===== config.mk =====
export PLATFORM = sky130hd
export DESIGN_NAME = pkt_sf_fifo
export DESIGN_NICKNAME = d
export VERILOG_FILES = /design/src/rtl/pkt_sf_fifo.sv
export SDC_FILE = /design/constraint.sdc
export NUM_CORES = 1
export LEC_CHECK = 0
export CAP_MARGIN = 20
export CORE_ASPECT_RATIO = 0.75
export CORE_MARGIN = 2
export CORE_UTILIZATION = 30
export DETAILED_ROUTE_END_ITERATION = 12
export MAX_ROUTING_LAYER = met4
export PLACE_DENSITY = 0.47
export SYNTH_ARGS = -nofsm -noshare
export SYNTH_HDL_FRONTEND = slang
export SYNTH_SLANG_ARGS = --single-unit

===== constraint.sdc =====
create_clock -name clk -period 11 [get_ports clk]
set_clock_uncertainty 0.05 [all_clocks]
set_input_delay 3.3 -clock clk [delete_from_list [all_inputs] [get_ports clk]]
set_output_delay 3.3 -clock clk [all_outputs]
set_load 0.01 [all_outputs]

===== src/rtl/pkt_sf_fifo.sv =====
// Store-and-forward packet FIFO: a packet is offered downstream only once its
// last beat is buffered, with cut-through for packets longer than the buffer.
module pkt_sf_fifo #(
  parameter  int DATA_WD = 1,
  parameter  int DEPTH   = 16,
  localparam int ADDR_WD = $clog2(DEPTH)
) (
  input  logic               clk,
  input  logic               rst_n,
  input  logic               flush,
  input  logic               valid_in,
  input  logic [DATA_WD-1:0] data_in,
  input  logic               last_in,
  output logic               ready_in,
  output logic               valid_out,
  output logic [DATA_WD-1:0] data_out,
  output logic               last_out,
  input  logic               ready_out,
  output logic [ADDR_WD:0]   count,
  output logic [ADDR_WD:0]   pkt_count,
  output logic               full,
  output logic               empty
);

  typedef logic [ADDR_WD:0] ptr_t;

  logic [DATA_WD:0] mem [DEPTH];
  logic [DATA_WD:0] head;
  ptr_t             wr_ptr;
  ptr_t             rd_ptr;
  ptr_t             pkt_count_r;
  logic             ct_r;
  logic             push;
  logic             pop;

  // Pointers carry one extra bit so a full buffer is distinguishable from empty.
  assign count     = wr_ptr - rd_ptr;
  assign empty     = (wr_ptr == rd_ptr);
  assign full      = ((wr_ptr ^ rd_ptr) == {1'b1, {ADDR_WD{1'b0}}});
  assign ready_in  = !full;
  assign pkt_count = pkt_count_r;

  assign head      = mem[rd_ptr[ADDR_WD-1:0]];
  assign data_out  = head[DATA_WD-1:0];
  assign last_out  = head[DATA_WD];

  // A full buffer with no complete packet must start draining or it deadlocks.
  assign valid_out = !empty && ((pkt_count_r != '0) || ct_r || full);

  assign push = valid_in && ready_in;
  assign pop  = valid_out && ready_out;

  // NOTE: the storage array has no reset; pointers alone define which entries are live.
  always_ff @(posedge clk) begin
    if (push && !flush) begin
      mem[wr_ptr[ADDR_WD-1:0]] <= {last_in, data_in};
    end
  end

  // NOTE: all sequential state uses non-blocking assignments so every register
  // samples the pre-edge values of its neighbours.
  always_ff @(posedge clk or negedge rst_n) begin
    if (!rst_n) begin
      wr_ptr <= '0;
      rd_ptr <= '0;
    end else if (flush) begin
      wr_ptr <= '0;
      rd_ptr <= '0;
    end else begin
      if (push) wr_ptr <= wr_ptr + ptr_t'(1);
      if (pop)  rd_ptr <= rd_ptr + ptr_t'(1);
    end
  end

  always_ff @(posedge clk or negedge rst_n) begin
    if (!rst_n) begin
      pkt_count_r <= '0;
    end else if (flush) begin
      pkt_count_r <= '0;
    end else begin
      case ({push && last_in, pop && last_out})
        2'b10:   pkt_count_r <= pkt_count_r + ptr_t'(1);
        2'b01:   pkt_count_r <= pkt_count_r - ptr_t'(1);
        default: pkt_count_r <= pkt_count_r;
      endcase
    end
  end

  // Cut-through mode lasts until the oversize packet's final beat leaves.
  always_ff @(posedge clk or negedge rst_n) begin
    if (!rst_n) begin
      ct_r <= 1'b0;
    end else if (flush) begin
      ct_r <= 1'b0;
    end else if (pop && last_out) begin
      ct_r <= 1'b0;
    end else if (full && (pkt_count_r == '0)) begin
      ct_r <= 1'b1;
    end
  end

endmodule


## After elaboration in Yosys (flattened, before gate mapping)

Memory sizes are Yosys's and may differ from the RTL's.
Cells that the tools add are included.

- Flip-flop bits (word level): 16
- Latch bits: 0
- RAM bits: 32
- Memory bits (read-only): 0
- Bits of input ports: 7
- Output and inout bits: 16
- Logic and storage cells: 44
- Memories kept: 1

- $add $sub $neg: 5
- Multiply operators: 0
- Divide/modulo/power cells: 0
- Magnitude comparators: 0
- Equality and inequality tests: 4
- Shift-type cells: 0
- Muxes and demuxes: 11
- Bitwise gates (word level): 1
- Reduce and logical (&&, ||, !) cells: 18

Memories:

| name | depth | bits a word | rd ports | clocked after memory_dff | wr ports | RTL line | RTL |
|---|---|---|---|---|---|---|---|
| mem | 16 | 2 | 1 | 0 | 1 | 27 | `logic [DATA_WD:0] mem [DEPTH];` |

Operator list:

| cell | count |
|---|---|
| 5-bit two-way mux | 5 |
| 5-bit by 1-bit adder with 5-bit output, second input constant | 3 |
| 5-bit one-hot mux with 2 select lines | 1 |
| 1-bit logical AND | 7 |
| 3-bit nonzero test | 2 |
| 5-bit equality test | 1 |
| 5-bit equality test, second input constant | 1 |
| 5-bit logical NOT | 1 |
| 1-bit two-way mux | 5 |
| 5-bit nonzero test | 1 |
| 5-bit by 1-bit subtractor with 5-bit output, second input constant | 1 |
| 5-bit subtractor | 1 |
| 5-bit XOR | 1 |
| 2-bit nonzero test | 2 |
| 1-bit logical NOT | 3 |
| 2-bit by 1-bit equality test with 1-bit output, second input constant | 1 |
| 2-bit equality test, second input constant | 1 |
| 1-bit logical OR | 2 |

## Depth between registers and ports, before layout

- Depth after elaboration: 9
- Gate-level depth with buffers: 14
- Mapped depth without buffers: 12

## Worst setup path after synthesis

No wires, ideal clock.

- Path kind: input to register
- From: input valid_in
- To: register pkt_count_r[4], in the netlist pkt_count[4]
- Arrival time: 5.413 ns
- Slack: 5.412 ns
- Stages on the path: 10
- Buffers on the path: 1
- Cell sequence: a21boi_1 > and2_1 > or3_1 > buf_2 > inv_1 > ha_1 > a21o_1 > a21oi_1 > mux2_2 > mux2_4

- Cells in the longest elaborated chain, start to end: 5
- Elaborated cells on any way between the ends: 7
- Classes of those cells: 2 x eq/ne; 2 x mux; 3 x reduce/logical

Ends and longest elaborated chain:

| item | RTL line | RTL |
|---|---|---|
| start, declared | 11 | `input logic valid_in,` |
| 1-bit logical AND (*) | 50 | `assign push = valid_in && ready_in;` |
| 1-bit logical AND (*) | 81 | `case ({push && last_in, pop && last_out})` |
| 2-bit by 1-bit equality test with 1-bit output or 2-bit equality test (tied branches) | 81 |  |
| 5-bit one-hot mux with 2 select lines | 81 |  |
| 5-bit two-way mux | 78 | `end else if (flush) begin` |
| end signal, assigned | 82 | `2'b10: pkt_count_r <= pkt_count_r + ptr_t'(1);` |
| end signal, assigned | 83 | `2'b01: pkt_count_r <= pkt_count_r - ptr_t'(1);` |
| end signal, assigned | 84 | `default: pkt_count_r <= pkt_count_r;` |
| end, declared | 31 | `ptr_t pkt_count_r;` |

Every way passes the cells marked *; elsewhere a longest branch is shown, timed or not.
A chain may end at the register's enable or synchronous reset.

## Final worst setup path

- From: register rd_ptr[0]
- To: output last_out

- Cells in the longest elaborated chain, start to end: 1

Ends and longest elaborated chain:

| item | RTL line | RTL |
|---|---|---|
| start, declared | 30 | `ptr_t rd_ptr;` |
| start signal, assigned | 71 | `if (pop) rd_ptr <= rd_ptr + ptr_t'(1);` |
| memory 16 x 2 bit | -- |  |
| end, declared | 17 | `output logic last_out,` |

No other way between the ends.

==> flow_summary.yaml <==
yosys:
  yosysMostFrequentCell: "edfxtp_1"
  ys_warn_count: 0
  synth_nets: 224
  yosys.area.top_type_share_pct: 37.9
  synth_edf_count: 32
  syn_area_per_cell_sq_um: 12.5
  syn_inst: 203
  synth_top_area_cell: "edfxtp_1"
  netlist_area_sq_mm: 0.00253
  synthFlopType: "edfxtp_1"
  synthDistinctLibCells: 42
  ys_seq_elements: 48
  ys_top_cells_by_count: "edfxtp_1 (32), nor2_1 (25), dfrtp_1 (16), inv_1 (16), ha_1 (12)"
  synthTopCellsByArea: "edfxtp_1 (38%), dfrtp_1 (16%), mux4_2 (6.2%)"
  synth-seq-area-share_pct: 53.7
  synthArstFlopShare_pct: 33.3
cells_and_area:
  drive_above_1_share_pct: 10.7
  nets: 245
  fin_area_sq_mm: 0.00299
  diodes: 0
  area_growth_pct: 17.9
  fill_cells: 809
floorplanning:
  ios: 23
  core_region_area_sq_mm: 0.00806
  fp.dieH_microns: 83.6
  rows: 28
  dieArea_sq_mm: 0.00920
  start_util_pct: 31.4
  die_w_microns: 110
worst_setup_path:
  crit_path_max_fanout: 14
  required_ns: 7.65
  cp-start-kind: "flop"
  reg2reg_to: "pkt_count[4]"
  reg2regPathDepth: 12
  worst_setup_path_end_kind: "output port"
  crit_type: "flop to output port"
  worst_r2r_startpoint: "rd_ptr[1]"
  r2r_setup_slack_ns: 7.00
  arrival_ns: 2.82
detailed_routing:
  vias: 1546
  via_per_inst: 4.68
  dr.first_iter.drc_count: 61
  drt_pass1_iterations: 4
  routedWlPerCell_microns: 15.7
  ant_nets: 0
  drt_wl_total_microns: 5170
  drc_errors: 0
clock_network:
  clkSinkCount: 48
  cts-resized-gates: 0
  htreeDepth: 2
  ctsRootBufferMaster: "clkbuf_16"
  clockBufferDepth: 2
  postCtsSetupBuffers: 0
  clkTransAtPathRegs_ns: 0.06
  cts_buffers: 5
  clk_latency_ns: 0.29
  cts_tree: "done"
  cts_hold_buf: 0
outcome:
  status: "finished, final reports clean"
global_route:
  grt_pass1_vias: 1586
  grt_first_pass_wirelength_microns: 8590
  grt_use_total_pct: 12.7
  antenna_found_initial: 0
  grt_max_degree: 22
  grt.overflow.total: 0
timing:
  tns_ns: 0
  fin_crit_sh_pct: 56.1
  fmax_ghz: 0.162
  slew_headroom_pct: 47.0
  setup_viol: 0
  rsz0062_at_grt: "no"
  hold_violations: 0
  slew_violations: 0
  holdWs_ns: 0.553
  period_needed_ns: 6.17
  worst_pin_slew_ns: 0.793
min_path:
  whs_endpoint: "ct_r"
  hold_depth: 2
  hp-class: "flop to flop"
  holdCritStartpoint: "ct_r"
placed_design:
  io_buffers: 22
  place_hpwl_microns: 3800
  dpl_cell_area_sq_mm: 0.00284
  gp_congestion: 0.813
pwr:
  leakage_nw: 1.12
  p_per_area_mw_per_mm2: 164
  ir_drop_mv: 0.0746
  total_power_w: 0.000490
job:
  drv_cap: 0
cell usage in the layout (no fill, tap or decap), types with 3 or more instances in the layout:
cell,netlist,final
nor2_1,25,25
xnor2_1,8,8
mux2i_1,4,4
nand2_1,11,11
inv_1,16,16
nand4_1,3,3
dfrtp_1,16,16
xor2_1,6,6
mux4_2,7,7
and2_1,4,4
a21o_1,4,4
clkdlybuf4s50_1,0,22
nor3_1,4,4
clkbuf_16,0,5
edfxtp_1,32,32
a21oi_1,8,8
nand2b_1,4,4
ha_1,12,12
cell type report:
| cell class | count | area (sq um) | share of cell area, % |
|---|---|---|---|
| sequential | 48 | 1360 | 45.6 |
| multi-input combinational | 130 | 1060 | 35.5 |
| timing repair buffer | 23 | 228 | 7.62 |
| tap | 105 | 131 | 4.40 |
| clock buffer | 6 | 129 | 4.32 |
| inverter | 16 | 60.1 | 2.01 |
| clock inverter | 2 | 16.3 | 0.545 |
cell families after synthesis:
family	synth area share [%]
multiplexers	9.28
AND/OR/NAND/NOR	13.2
flip-flops	53.7
AO/OA/AOI/OAI	7.01
adder cells (fa/ha/maj)	7.51
XOR/XNOR	4.84
buffers and inverters	4.39
worst max path at each step:
stage	end	startpoint	slack [ns]	cells after the start
after global routing	valid_out	rd_ptr[1]	4.67	6
final	last_out	rd_ptr[0]	4.83	5
after CTS	last_out	rd_ptr[0]	4.75	5
after global placement	pkt_count[4]	last_in	4.68	9
after floorplan	pkt_count[4]	valid_in	5.41	10
after detailed placement	pkt_count[4]	last_in	4.61	9
power by group:
part           switching [W]  internal [W]
clock network      0.0000657     0.0000847
logic              0.0000571     0.0000694
registers          0.0000145      0.000198
critical path: stages, from the launching register on:
cell	delay, ns
dfrtp_1	0.80
mux4_2	0.58
and2_1	0.20
o32ai_4	0.34
inv_1	0.12
clkdlybuf4s50_1	0.50
registers in the layout (all words and copies together) (netlist names):
register	count
ct_r	1
mem	32
pkt_count	5
rd_ptr	5
wr_ptr	5
metal layers:
layer	share of wire, %	global-route usage, %
met3	2.3	2.58
met5	0	-
met1	53	19.0
met4	1.3	4.43
met2	44	16.8
metrics by stage:
step           cells  setup WS, ns  utilization [%]
4_1_cts          330          4.75             37.1
3_3_place_gp     322          4.68             35.3
3_5_place_dp     322          4.61             35.3
6_report         330          4.83             37.1
2_1_floorplan    203          5.41                -
5_1_grt          330          4.67             37.1
Power figures use the tool's default switching activity.
